===== src/rtl/dreg_pkg.sv =====
// Shared mode encoding and packed-bus helpers for the dreg_bank register bank.
package dreg_pkg;

    typedef logic [1:0] mode_t;

    localparam mode_t MODE_HOLD  = 2'b00;
    localparam mode_t MODE_LOAD  = 2'b01;
    localparam mode_t MODE_SHIFT = 2'b10;
    localparam mode_t MODE_CLEAR = 2'b11;

    // Low bit index of lane idx in a bus packed as lanes of the given width.
    function automatic int slice_lo(input int idx, input int width);
        return idx * width;
    endfunction

endpackage


===== src/rtl/dreg_cell.sv =====
// One WIDTH-bit register lane with synchronous reset, load enable and a
// registered flag marking whether the last edge changed the stored value.
module dreg_cell #(
    parameter int               WIDTH     = 8,
    parameter logic [WIDTH-1:0] RESET_VAL = '0
) (
    input  logic             clk_i,
    input  logic             rst_i,
    input  logic             en_i,
    input  logic [WIDTH-1:0] d_i,
    output logic [WIDTH-1:0] q_o,
    output logic             chg_o
);

    logic [WIDTH-1:0] q_q, q_d;
    logic             chg_q, chg_d;

    always_comb begin
        q_d   = q_q;
        chg_d = 1'b0;
        if (en_i) begin
            q_d   = d_i;
            chg_d = (d_i != q_q);
        end
    end

    always_ff @(posedge clk_i) begin
        if (rst_i) begin
            q_q   <= RESET_VAL;
            chg_q <= 1'b0;
        end else begin
            q_q   <= q_d;
            chg_q <= chg_d;
        end
    end

    assign q_o   = q_q;
    assign chg_o = chg_q;

endmodule


===== src/rtl/dreg_bank.sv =====
// Multi-channel edge-triggered register bank: per-lane load, shift chain and
// clear, with per-lane change flags and a saturating load-activity counter.
module dreg_bank
    import dreg_pkg::*;
#(
    parameter int               WIDTH     = 8,
    parameter int               CHANNELS  = 4,
    parameter logic [WIDTH-1:0] RESET_VAL = '0,
    parameter int               CNT_W     = 8
) (
    input  logic                         clk_in,
    input  logic                         rst_in,
    input  logic [CHANNELS*WIDTH-1:0]    d_in,
    input  logic [CHANNELS-1:0]          sel_n_in,
    input  logic [1:0]                   mode_in,
    output logic [CHANNELS*WIDTH-1:0]    y_out,
    output logic [CHANNELS-1:0]          chg_out,
    output logic [CNT_W-1:0]             load_cnt_out
);

    localparam logic [CNT_W-1:0] CNT_MAX = '1;

    mode_t                      mode;
    logic [CHANNELS*WIDTH-1:0]  y_w;
    logic [CHANNELS-1:0]        chg_w;
    logic [CNT_W-1:0]           cnt_q, cnt_d;

    assign mode = mode_in;

    for (genvar i = 0; i < CHANNELS; i++) begin : g_ch
        logic             en;
        logic [WIDTH-1:0] nxt;
        logic [WIDTH-1:0] shift_src;

        // Lane 0 is fed from the input; higher lanes take their lower neighbour.
        if (i == 0) begin : g_head
            assign shift_src = d_in[WIDTH-1:0];
        end else begin : g_link
            assign shift_src = y_w[slice_lo(i - 1, WIDTH) +: WIDTH];
        end

        always_comb begin
            en  = 1'b0;
            nxt = d_in[slice_lo(i, WIDTH) +: WIDTH];
            case (mode)
                MODE_LOAD: begin
                    en  = ~sel_n_in[i];
                    nxt = d_in[slice_lo(i, WIDTH) +: WIDTH];
                end
                MODE_SHIFT: begin
                    en  = 1'b1;
                    nxt = shift_src;
                end
                MODE_CLEAR: begin
                    en  = 1'b1;
                    nxt = RESET_VAL;
                end
                default: begin
                    en  = 1'b0;
                end
            endcase
        end

        dreg_cell #(
            .WIDTH     (WIDTH),
            .RESET_VAL (RESET_VAL)
        ) u_cell (
            .clk_i (clk_in),
            .rst_i (rst_in),
            .en_i  (en),
            .d_i   (nxt),
            .q_o   (y_w[slice_lo(i, WIDTH) +: WIDTH]),
            .chg_o (chg_w[i])
        );
    end

    // Count only LOAD cycles that actually select a lane; hold at the top.
    always_comb begin
        cnt_d = cnt_q;
        if (mode == MODE_CLEAR) begin
            cnt_d = '0;
        end else if ((mode == MODE_LOAD) && !(&sel_n_in) && (cnt_q != CNT_MAX)) begin
            cnt_d = cnt_q + 1'b1;
        end
    end

    always_ff @(posedge clk_in) begin
        if (rst_in) begin
            cnt_q <= '0;
        end else begin
            cnt_q <= cnt_d;
        end
    end

    assign y_out        = y_w;
    assign chg_out      = chg_w;
    assign load_cnt_out = cnt_q;

endmodule


===== config.mk =====
export PLATFORM = sky130hd
export DESIGN_NAME = dreg_bank
export DESIGN_NICKNAME = d
export VERILOG_FILES = /design/src/rtl/dreg_pkg.sv /design/src/rtl/dreg_cell.sv /design/src/rtl/dreg_bank.sv
export SDC_FILE = /design/constraint.sdc
export NUM_CORES = 1
export LEC_CHECK = 0
export CORE_UTILIZATION = 45
export CTS_CLUSTER_SIZE = 30
export DETAILED_ROUTE_END_ITERATION = 10
export PLACE_DENSITY = 0.76
export SETUP_SLACK_MARGIN = 0.1
export SYNTH_ARGS = -nofsm -noshare
export SYNTH_HDL_FRONTEND = slang
export SYNTH_SLANG_ARGS = --single-unit

===== constraint.sdc =====
create_clock -name clk_in -period 2.2 [get_ports clk_in]
set_clock_uncertainty 0.15 [all_clocks]
set_input_delay 0.22 -clock clk_in [delete_from_list [all_inputs] [get_ports clk_in]]
set_output_delay 0.22 -clock clk_in [all_outputs]
set_load 0.01 [all_outputs]

==> impl_summary.txt <==
----------------------------------------------------
[Synthesis]
  Main area contributors after synthesis ... sky130_fd_sc_hd__dfxtp_1 (30%), sky130_fd_sc_hd__a21oi_1 (9.5%), sky130_fd_sc_hd__nor2_1 (7.9%)
  Count of state elements after synthesis ... 44
  Cells after Synth ... 406
  Post-synth top area cell ... sky130_fd_sc_hd__dfxtp_1
  Total nets after synthesis ... 447
  Commonest cells post-synth ... sky130_fd_sc_hd__nor2_1 (62), sky130_fd_sc_hd__nand2_1 (57), sky130_fd_sc_hd__a21oi_1 (56)
  Area fraction of the dominant cell type after synthesis ... 0.298
  YS warnings ... 0
  Async set or reset register ratio after synthesis ... 0
  Post-synthesis instance area ... 2960 µm²
  Synthesized area per cell ... 7.28 µm²
  Most instantiated flip-flop cell in the synthesis netlist ... sky130_fd_sc_hd__dfxtp_1
  Number of different library cells in the post-synthesis netlist ... 46
  Post-synthesis sequential area ratio ... 0.298
  Most used standard cell by instance count after synthesis ... sky130_fd_sc_hd__nor2_1
  Post-synth EDFFs ... 0

[Placed design]
  Half-perimeter wire length after placement ... 6.17 mm
  Placement-stage cell area ... 3830 µm²
  Port-buffer cells ... 83
  GP Congestion ... 0.826
  Setup WS pre-CTS ... -4.58 ps

[Clock network]
  Post-CTS sizing ... 0
  Clock Root Buffer ... sky130_fd_sc_hd__clkbuf_8
  Number of clock sinks ... 44
  Post-CTS Setup Inserts ... 0
  Clk buf depth ... 2
  Clock-pin slew on the worst setup and hold paths ... 80 ps
  Clock latency of the later-clocked register in the worst-skew pair ... 300 ps
  Clock tree from TritonCTS ... yes
  Hold Buf Count CTS ... 0
  TritonCTS Buffers ... 5
  Number of levels the H-tree was split into ... 2

[Global route]
  Pin count of the biggest net entering global routing ... 19
  All-layer global routing usage ... 0.239
  Number of global-route vias before repair ... 2876
  First-pass GRT wire length ... 13.6 mm
  Total overflow reported by the global router ... 0
  Initial antenna violation count ... 0

[STA]
  Total setup violations reported at the end of the flow ... 0
  Crit share post-route ... 0.856
  Final Worst Setup Slack ... 317 ps
  Final hold violation count ... 0
  Setup repair after global routing missed its margin ... no
  Highest clock rate ... 531 MHz
  Setup_tns ... 0 ps
  Fin crit period ... 1880 ps
  Transition at the pin with the smallest max-transition slack ... 395 ps
  Max-slew violation count ... 0
  Relative max-transition margin ... 0.733

[Route]
  Routed via count ... 3140
  Vias per cell ... 5.64
  Post-detailed-route DRC marker count ... 0
  Number of iterations in the first detailed-routing pass ... 4
  Remaining number of nets flagged by the antenna check after routing ... 0
  Detailed-route wire length per cell ... 14.8 µm
  1st-iter DRT viols ... 171
  Routed wire length ... 8.26 mm

[Floorplan]
  Initial cell density of the core ... 0.465
  Row cnt ... 29
  Standard cell core area ... 6350 µm²
  Die Ht ... 83.0 µm
  Top-level port count ... 84
  Die span in x ... 83.0 µm
  DIE AREA ... 6900 µm²

[Worst setup path]
  Kind of start point of the critical path ... primary input
  Data required time of the worst path ... 2220 ps
  Worst R2R Setup Slack ... 450 ps
  Endpoint kind of the worst setup timing path ... flip-flop
  Type of the setup path with the least slack ... in -> reg
  CP Max Fanout ... 16
  WP data arrival ... 1910 ps

[Layout]
  Diodes inserted ... 0
  Final cell area excluding filler cells ... 3940 µm²
  Number of nets in the layout ... 520
  Area growth, synth to finish ... 33.2%
  Share of final-layout standard cells stronger than drive strength 1 ... 0.0667
  Total of fill cells in the finished design ... 576

[Pwr]
  Power density over cell area ... 495 nW/µm²
  Leakage Power ... 1.37 nW
  Worst VDD drop ... 0.263 mV

[Run status]
  Outcome ... completed

[Job]
  Number of max-capacitance violations reported ... 0

[Hold path]
  Worst hold-check path type ... reg -> reg

----------------------------------------------------
through the flow:
stage / std cells / power [mW] / utilization / hold slack (ps)
floorplan: 406 / 1.14 / - / 210
global placement: 549 / 1.33 / 0.603 / 350
detailed placement: 549 / 1.34 / 0.603 / 358
CTS: 557 / 1.96 / 0.620 / 372
global route: 557 / 2.04 / 0.620 / 408
finish: 557 / 1.95 / 0.620 / 373
cell families after synthesis:
group | Yosys count | share of synthesized area
and+or+nand+nor | 167 | 0.266
adders and majority gates | 1 | 0.00423
DFF | 44 | 0.298
muxes | 7 | 0.0237
xor gates and xnor gates | 38 | 0.113
buffers and inverters | 38 | 0.0686
AOI/OAI and AO/OA | 111 | 0.227
worst paths after layout:
kind                         from              endpoint  cells after the start
setup / recovery       mode_in[1]  g_ch[1].u_cell.chg_o                      6
hold / removal    load_cnt_out[7]       load_cnt_out[7]                      2
setup reg to reg  load_cnt_out[3]       load_cnt_out[1]                      5
hold reg to reg   load_cnt_out[7]       load_cnt_out[7]                      2
flip-flops by register name, summed over array words and instances, names as in the netlist:
register	flops
g_ch.u_cell.q_o	32
g_ch.u_cell.chg_o	4
load_cnt_out	8
worst max-delay path, cell delays in order:
cell and delay [ps]:
sky130_fd_sc_hd__clkdlybuf4s50_1 580, sky130_fd_sc_hd__nor2b_4 390, sky130_fd_sc_hd__a22oi_1 140, sky130_fd_sc_hd__xnor2_1 160, sky130_fd_sc_hd__nor4_1 310, sky130_fd_sc_hd__a211oi_1 110
placed cells by master (no fill, tap or decap), types with 2 or more instances in the layout:
cell type and count:
sky130_fd_sc_hd__a211oi_1 2, sky130_fd_sc_hd__a21o_1 3, sky130_fd_sc_hd__a21oi_1 56, sky130_fd_sc_hd__a221oi_2 2
sky130_fd_sc_hd__a22oi_1 12, sky130_fd_sc_hd__a311oi_1 2, sky130_fd_sc_hd__a31oi_1 7, sky130_fd_sc_hd__and3_1 3
sky130_fd_sc_hd__buf_4 19, sky130_fd_sc_hd__clkbuf_8 5, sky130_fd_sc_hd__clkdlybuf4s50_1 83, sky130_fd_sc_hd__dfxtp_1 44
sky130_fd_sc_hd__mux2i_1 7, sky130_fd_sc_hd__nand2_1 57, sky130_fd_sc_hd__nand2b_1 6, sky130_fd_sc_hd__nand3_1 3
sky130_fd_sc_hd__nand3b_1 6, sky130_fd_sc_hd__nand4_1 8, sky130_fd_sc_hd__nor2_1 62, sky130_fd_sc_hd__nor2b_1 4
sky130_fd_sc_hd__nor3_1 2, sky130_fd_sc_hd__nor4_1 4, sky130_fd_sc_hd__nor4bb_1 6, sky130_fd_sc_hd__o211ai_1 5
sky130_fd_sc_hd__o21ai_0 13, sky130_fd_sc_hd__o22ai_1 4, sky130_fd_sc_hd__xnor2_1 24, sky130_fd_sc_hd__xor2_1 14
layout make-up:
cell class,count,area (µm²),area share
clock inverter,2,35.0,0.00890
timing repair buffer,102,973,0.247
sequential,44,881,0.224
tap,77,96.3,0.0245
clock buffer,6,72.6,0.0184
inverter,2,7.51,0.00191
multi-input combinational,324,1870,0.475
per-layer routing:
layer | GRT usage | wire (µm) | vias up
li1 | - | - | 1554
met1 | 0.301 | 3580 | 1462
met2 | 0.413 | 4000 | 109
met3 | 0.0457 | 521 | 15
met4 | 0.0705 | 159 | 0
met5 | 0 | 0 | -
power breakdown:
group,switching [mW],internal [mW]
clock,0.286,0.338
sequential,0.0521,0.826
combinational,0.210,0.237
total,0.548,1.40
Note: power is estimated with default switching activity, not from simulation.
